**src/rtl/tile_renderer.sv**
```systemverilog
// tile_renderer: two-stage pixel pipeline that maps VGA counters onto a 40-pixel
// tile grid and resolves layer priority per pixel. The layers, from highest to
// lowest, are the homeworld column, the player, the bullets, the enemy grid and
// the backdrop.
// The block owns the enemy-cell storage. That storage has a ready/valid write
// port and a clear FSM.
// Bullet state is double buffered. The shadow slots take writes; frame_start
// copies them into the active slots that are drawn.
// Optional feature macro: GRID_LINES_EN (draws dim grid lines on the backdrop).
module tile_renderer #(
    parameter int H_ACTIVE    = 640,
    parameter int V_ACTIVE    = 480,
    parameter int BSIZE       = 40,
    parameter int GRID_COLS   = 16,
    parameter int GRID_ROWS   = 12,
    parameter int NUM_BULLETS = 3,
    parameter int COLOR_W     = 12
) (
    input  logic               clk,
    input  logic               rst_n,
    input  logic [9:0]         horiz_count_i,
    input  logic [9:0]         vert_count_i,
    input  logic               frame_start_i,
    input  logic [3:0]         player_row_i,
    input  logic               enemy_wr_valid_i,
    output logic               enemy_wr_ready_o,
    input  logic [2:0]         enemy_wr_row_i,
    input  logic [2:0]         enemy_wr_col_i,
    input  logic [COLOR_W-1:0] enemy_wr_color_i,
    input  logic               enemy_clear_i,
    input  logic               bullet_wr_en_i,
    input  logic [2:0]         bullet_wr_idx_i,
    input  logic [3:0]         bullet_wr_x_i,
    input  logic [3:0]         bullet_wr_y_i,
    input  logic [COLOR_W-1:0] bullet_wr_color_i,
    output logic [3:0]         red_o,
    output logic [3:0]         green_o,
    output logic [3:0]         blue_o,
    output logic               pixel_valid_o
);
    localparam int ENEMY_ROWS = GRID_ROWS / 2;
    localparam int ENEMY_COLS = GRID_COLS / 2 - 2;
    localparam int NCELLS     = ENEMY_ROWS * ENEMY_COLS;
    localparam int IDX_W      = $clog2(NCELLS);

    localparam logic [COLOR_W-1:0] HOME_C   = COLOR_W'(12'h282);
    localparam logic [COLOR_W-1:0] PLAYER_C = COLOR_W'(12'hFFF);
    localparam logic [COLOR_W-1:0] GRID_C   = COLOR_W'(12'h222);

    typedef struct packed {
        logic [3:0]         x;
        logic [3:0]         y;
        logic [COLOR_W-1:0] color;   // 0 = slot inactive
    } bullet_t;

    typedef enum logic { IDLE, CLEAR } state_t;

    // ---------------- stage 1: tile coordinates ----------------
    logic [9:0] col_q, row_q;
    logic       vis_q;
`ifdef GRID_LINES_EN
    logic       line_q;
`endif

    // Register the tile column/row and the visibility flag for the pixel.
    always_ff @(posedge clk or negedge rst_n) begin
        if (!rst_n) begin
            col_q  <= '0;
            row_q  <= '0;
            vis_q  <= 1'b0;
`ifdef GRID_LINES_EN
            line_q <= 1'b0;
`endif
        end else begin
            col_q  <= horiz_count_i / 10'(BSIZE);
            row_q  <= vert_count_i / 10'(BSIZE);
            vis_q  <= (horiz_count_i < 10'(H_ACTIVE)) && (vert_count_i < 10'(V_ACTIVE));
`ifdef GRID_LINES_EN
            line_q <= ((horiz_count_i % 10'(BSIZE)) == 10'd0) ||
                      ((vert_count_i % 10'(BSIZE)) == 10'd0);
`endif
        end
    end

    // ---------------- enemy storage and clear FSM ----------------
    logic [COLOR_W-1:0] cell_q [NCELLS];
    state_t             state_q, state_d;
    logic [IDX_W-1:0]   clr_idx_q, clr_idx_d;
    logic               wr_fire, wr_inrange;
    logic [IDX_W-1:0]   wr_idx;

    // Writes are accepted only during blanking, when no clear is running or starting.
    assign enemy_wr_ready_o = !vis_q && (state_q == IDLE) && !enemy_clear_i;
    assign wr_fire          = enemy_wr_valid_i && enemy_wr_ready_o;
    // Out-of-range coordinates are still handshaken but must not alias another cell.
    assign wr_inrange       = (int'(enemy_wr_row_i) < ENEMY_ROWS) && (int'(enemy_wr_col_i) < ENEMY_COLS);
    assign wr_idx           = IDX_W'(int'(enemy_wr_row_i) * ENEMY_COLS + int'(enemy_wr_col_i));

    // Register the clear FSM state and the row-major sweep index.
    always_ff @(posedge clk or negedge rst_n) begin
        if (!rst_n) begin
            state_q   <= IDLE;
            clr_idx_q <= '0;
        end else begin
            state_q   <= state_d;
            clr_idx_q <= clr_idx_d;
        end
    end

    // Next state: a clear pulse starts a one-cell-per-cycle sweep; pulses during the sweep are ignored.
    always_comb begin
        state_d   = state_q;
        clr_idx_d = clr_idx_q;
        case (state_q)
            IDLE: begin
                if (enemy_clear_i) begin
                    state_d   = CLEAR;
                    clr_idx_d = '0;
                end
            end
            CLEAR: begin
                if (clr_idx_q == IDX_W'(NCELLS - 1)) begin
                    state_d   = IDLE;
                    clr_idx_d = '0;
                end else begin
                    clr_idx_d = clr_idx_q + 1'b1;
                end
            end
            default: state_d = IDLE;
        endcase
    end

    // Update the cells: the clear sweep takes precedence, then any accepted in-range write.
    always_ff @(posedge clk or negedge rst_n) begin
        if (!rst_n) begin
            for (int i = 0; i < NCELLS; i++) cell_q[i] <= '0;
        end else if (state_q == CLEAR) begin
            cell_q[clr_idx_q] <= '0;
        end else if (wr_fire && wr_inrange) begin
            cell_q[wr_idx] <= enemy_wr_color_i;
        end
    end

    // ---------------- bullets: shadow and active banks ----------------
    bullet_t sh_q [NUM_BULLETS];
    bullet_t sh_d [NUM_BULLETS];
    bullet_t act_q [NUM_BULLETS];

    // Merge this cycle's write into the shadow bank. An index beyond the last slot matches no slot.
    always_comb begin
        for (int k = 0; k < NUM_BULLETS; k++) begin
            sh_d[k] = sh_q[k];
            if (bullet_wr_en_i && bullet_wr_idx_i == 3'(k))
                sh_d[k] = '{x: bullet_wr_x_i, y: bullet_wr_y_i, color: bullet_wr_color_i};
        end
    end

    // Shadow takes writes every cycle. Active takes the merged shadow at frame start,
    // so a same-cycle write is included in that copy.
    always_ff @(posedge clk or negedge rst_n) begin
        if (!rst_n) begin
            for (int k = 0; k < NUM_BULLETS; k++) begin
                sh_q[k]  <= '0;
                act_q[k] <= '0;
            end
        end else begin
            for (int k = 0; k < NUM_BULLETS; k++) begin
                sh_q[k] <= sh_d[k];
                if (frame_start_i) act_q[k] <= sh_d[k];
            end
        end
    end

    // ---------------- stage 2: layer priority ----------------
    logic [9:0]         erow, ecol;
    logic               enemy_hit, bhit;
    logic [IDX_W-1:0]   pix_idx;
    logic [COLOR_W-1:0] bcol, backdrop, pix_c, color_q;
    logic               pv_q;

    assign erow      = row_q >> 1;
    assign ecol      = (col_q >> 1) - 10'd2;
    assign enemy_hit = row_q[0] && !col_q[0] && (col_q >= 10'd4) &&
                       (erow < 10'(ENEMY_ROWS)) && (ecol < 10'(ENEMY_COLS));
    assign pix_idx   = IDX_W'(erow * 10'(ENEMY_COLS) + ecol);

`ifdef GRID_LINES_EN
    assign backdrop = line_q ? GRID_C : '0;
`else
    assign backdrop = '0;
`endif

    // Pick the pixel colour. Highest layer first; the lowest-numbered active bullet wins among bullets.
    always_comb begin
        bhit = 1'b0;
        bcol = '0;
        for (int k = 0; k < NUM_BULLETS; k++) begin
            if (!bhit && act_q[k].color != '0 &&
                {6'b0, act_q[k].x} == col_q && {6'b0, act_q[k].y} == row_q) begin
                bhit = 1'b1;
                bcol = act_q[k].color;
            end
        end
        pix_c = backdrop;
        if (!vis_q)                                         pix_c = '0;
        else if (col_q == 10'd0)                            pix_c = HOME_C;
        else if (col_q == 10'd1 && row_q == {6'b0, player_row_i}) pix_c = PLAYER_C;
        else if (bhit)                                      pix_c = bcol;
        else if (enemy_hit)                                 pix_c = cell_q[pix_idx];
    end

    // Register the output colour and the visibility flag.
    always_ff @(posedge clk or negedge rst_n) begin
        if (!rst_n) begin
            color_q <= '0;
            pv_q    <= 1'b0;
        end else begin
            color_q <= pix_c;
            pv_q    <= vis_q;
        end
    end

    assign red_o         = color_q[11:8];
    assign green_o       = color_q[7:4];
    assign blue_o        = color_q[3:0];
    assign pixel_valid_o = pv_q;
endmodule

```
**config.mk**
```make
export PLATFORM = sky130hd
export DESIGN_NAME = tile_renderer
export DESIGN_NICKNAME = d
export VERILOG_FILES = /design/src/rtl/tile_renderer.sv
export SDC_FILE = /design/constraint.sdc
export NUM_CORES = 1
export LEC_CHECK = 0
export CAP_MARGIN = 20
export CORE_ASPECT_RATIO = 1.75
export CORE_UTILIZATION = 40
export DETAILED_ROUTE_END_ITERATION = 8
export DONT_BUFFER_PORTS = 1
export GPL_ROUTABILITY_DRIVEN = 0
export PLACE_DENSITY = 0.6
export SYNTH_ARGS = -nofsm -noshare
export SYNTH_HDL_FRONTEND = slang
export SYNTH_SLANG_ARGS = --single-unit
export TNS_END_PERCENT = 10
```
**constraint.sdc**
```tcl
create_clock -name clk -period 4.75 [get_ports clk]
set_input_delay 0.95 -clock clk [delete_from_list [all_inputs] [get_ports clk]]
set_output_delay 0.95 -clock clk [all_outputs]
set_load 0.01 [all_outputs]
```
==> impl_results.md <==
- Critical-path maximum fanout: 9
- Post-route DRC: 0
- Largest cells by area after synthesis: dfrtp_1 (54%), a22o_1 (14%), mux4_2 (11%)
- Buffers on Ports: 0
- R2R Path End: color_q[8]
- Vias in the first global route: 18700
- Final std cells w/o fill: 2855
- Worst setup path class: flop to flop
- Minimum clock period: 3.96 ns
- Syn Std Cell Area: 26800 µm²
- Post-Route Skew: 0.00991 ns
- Setup TNS: 0 ns
- FFs w/ async S/R, synth: 1.00
- Maximum vdd drop: 341 µV
- Initial antenna violation count: 0
- PostCTS Resize Cnt: 0
- Sink Count: 583
- Slew HR: -0.281
- Final WL: 75.4 mm
- Sequential share of power: 0.466
- Vias: 17800
- Tot Pwr: 11.6 mW
- Drt first pass iters: 8
- Crit-path cells: ha_1 > inv_1 > fa_1 > inv_1 > ha_1 > a21oi_1 > xnor2_2 > buf_4 > mux4_2 > nand2_1 > nand2_1 > a221o_1
- Inserted Diodes: 0
- Final-layout fill cell count: 5907
- CTS tree: yes
- FF-to-FF Start: row_q[2]
- Bufs and invs on worst path: 3
- Fmax: 252 MHz
- Clock Latency Late Sink: 0.60 ns
- Most instantiated cells after synthesis: dfrtp_1 (583), a22o_1 (437), mux4_2 (126), mux2_2 (119), buf_2 (95)
- Share of cells above drive strength 1: 0.237
- Avg Cell Area, Syn: 13.6 µm²
- Critical Path AT: 4.44 ns
- Comb pwr share: 0.143
- Die ar.: 68100 µm²
- Global route overflow: 0
- Fin crit share: 0.835
- Final Util: 0.451
- Final Max Tran Viols: 263
- Core ar.: 66300 µm²
- Layout Nets: 2019
- Hold Vio Cnt, Final: 0
- Worst path top cell family by delay: adder cells
- Max-Cap Viols: 0
- Crit end category: flop
- Clk pwr share: 0.392
- Sw power: 2.99 mW
- Synth-to-Final Area Change: 11.5%
- ANT nets after route: 0
- Post-DP HPWL: 50.0 mm
- DR vias/cell: 6.22
- Flop2flop setup slack: 0.79 ns
- Net Count, Synth: 2060
- DR iter-0 viols: 1509
- Leakage: 13.2 nW
- Setup Fix Bufs, Post-CTS: 0
- Wire length per cell: 26.4 µm
- Root buffer cell: clkbuf_16
- Gate Count Post-Synth: 1968
- Worst R2R Path Depth: 12
- Synthesis Warnings: 0
- Status: complete, but fails checks
- Post-synth EDFFs: 0
- Post-CTS Hold Buffers: 0
- Clock transition at path regs: 0.06 ns
- Register bit total from synthesis: 583
- Pwr per Cell Area: 389 nW/µm²
- Largest net degree at the start of global routing: 584
- Post-synth top area share: 0.544
- Die Span Y: 345 µm
- Post-synthesis cell type count: 68
- Yosys top cell by area: dfrtp_1
- Int Pwr: 8.64 mW
- Initial Util: 0.405
- Dpl cells: 2756
- Hold Path Class: input pin to asynchronous set/reset pin
- CP startpoint kind: flop
- RSZ-0062 raised after global routing: false
- Cts bufs inserted: 55
- Sequential area share after synthesis: 0.544
- Failing checks: max-slew violations
- H-tree depth: 2
- Most numerous cell in the Yosys netlist: dfrtp_1
- Max stage delay on crit path: 0.71 ns
- First-pass GRT wire length: 118 mm
- Worst hold slack: 0.0694 ns
- Number of cell rows: 125
- Final Setup Violations: 0
- Total Routing Usage GR: 0.226
- Worst Path Required: 5.23 ns
- Switching Fraction: 0.257
- Dominant synthesized flop cell: dfrtp_1
- Worst slew pin tran: 1.92 ns
- CP max-delay cell: xnor2_2
- Die W: 198 µm
- Maximum clock path buffer count: 3
- Number of top-level pins: 85
## cell usage in the layout, fill, tap and decap left out, drive strengths merged, types with 6 or more instances in the layout
cell type  Yosys  final
nor4          15     15
a221oi        10     10
a22oi         36     36
nand4          6      6
nand3         14     14
a21oi         29     29
clkbuf        77     87
buf          121    100
nor3          22     22
mux4         127    127
nand2         57     57
dfrtp        583    583
nor2b         23     23
nor3b          8      8
o21ai         22     22
xor2          14     14
a22o         437    437
ha            17     17
and3           7      7
mux2         119    119
nand2b         8      8
nor2          66     66
mux2i         11     11
xnor2         31     31
inv           25     25
## power groups by stage
stage	Sequential [mW]	Clock, mW	Combinational (mW)
after floorplan	5.42	0	1.21
after global placement	5.50	0	1.63
after detailed placement	5.51	0	1.67
after CTS	5.42	4.65	1.67
after global routing	5.45	4.84	1.77
final	5.42	4.56	1.66
## flip-flops by register name, indices dropped and copies added (netlist names)
register       flops
cell_q           432
act_q             60
sh_q              60
color_q           12
clr_idx_q          6
col_q              5
row_q              5
pixel_valid_o      1
state_q            1
vis_q              1
## cell families (layout without fill, tap and decap cells)
group | count (synthesis) | count (layout) | synth area share
compound gates | 584 | 584 | 0.181
xor+xnor | 45 | 45 | 0.0153
fa+ha+maj | 23 | 23 | 0.0117
buf+inv | 223 | 221 | 0.0368
flops | 583 | 583 | 0.544
mux | 257 | 257 | 0.161
simple gates | 253 | 253 | 0.0506
## worst reg2reg max path, stage by stage (launching register included)
cell     delay (ns)
dfrtp_1        0.54
ha_1           0.24
inv_1          0.05
fa_1           0.48
inv_1          0.05
ha_1           0.37
a21oi_1        0.13
xnor2_2        0.71
buf_4          0.33
mux4_2         0.41
nand2_1        0.10
nand2_1        0.09
a221o_1        0.33
## metrics by stage
stage	setup WS, ns	area, µm²
after CTS	0.776	29800
after floorplan	1.42	26800
final	0.785	29900
after detailed placement	0.827	28000
after global placement	0.888	28000
after global routing	0.672	29900
## final cells by class
cell class	instances	area (µm²)	share of cell area
Tap cell	889	1110	0.0372
Multi-Input combinational cell	1162	11400	0.381
Clock buffer	87	1710	0.0572
Sequential cell	583	14600	0.488
Clock inverter	9	148	0.00494
Timing Repair Buffer	100	853	0.0285
Inverter	25	93.8	0.00314
## worst max path at each step
stage / cells past startpoint / start / slack, ns / end
final: 12 / row_q[2] / 0.79 / color_q[8]
after global routing: 12 / row_q[2] / 0.67 / color_q[8]
after detailed placement: 12 / row_q[2] / 0.83 / color_q[8]
after floorplan: 13 / row_q[3] / 1.42 / color_q[6]
after CTS: 12 / row_q[2] / 0.78 / color_q[8]
after global placement: 12 / row_q[2] / 0.89 / color_q[8]
## layer usage
layer / global-route usage / vias to the layer above / share of wire
met5: 0 / - / 0
met4: 0.112 / 0 / 0.049
met3: 0.0353 / 147 / 0.057
met2: 0.389 / 683 / 0.51
met1: 0.276 / 9466 / 0.39
li1: - / 7465 / -
No activity file was read; power rests on OpenSTA's default activity.
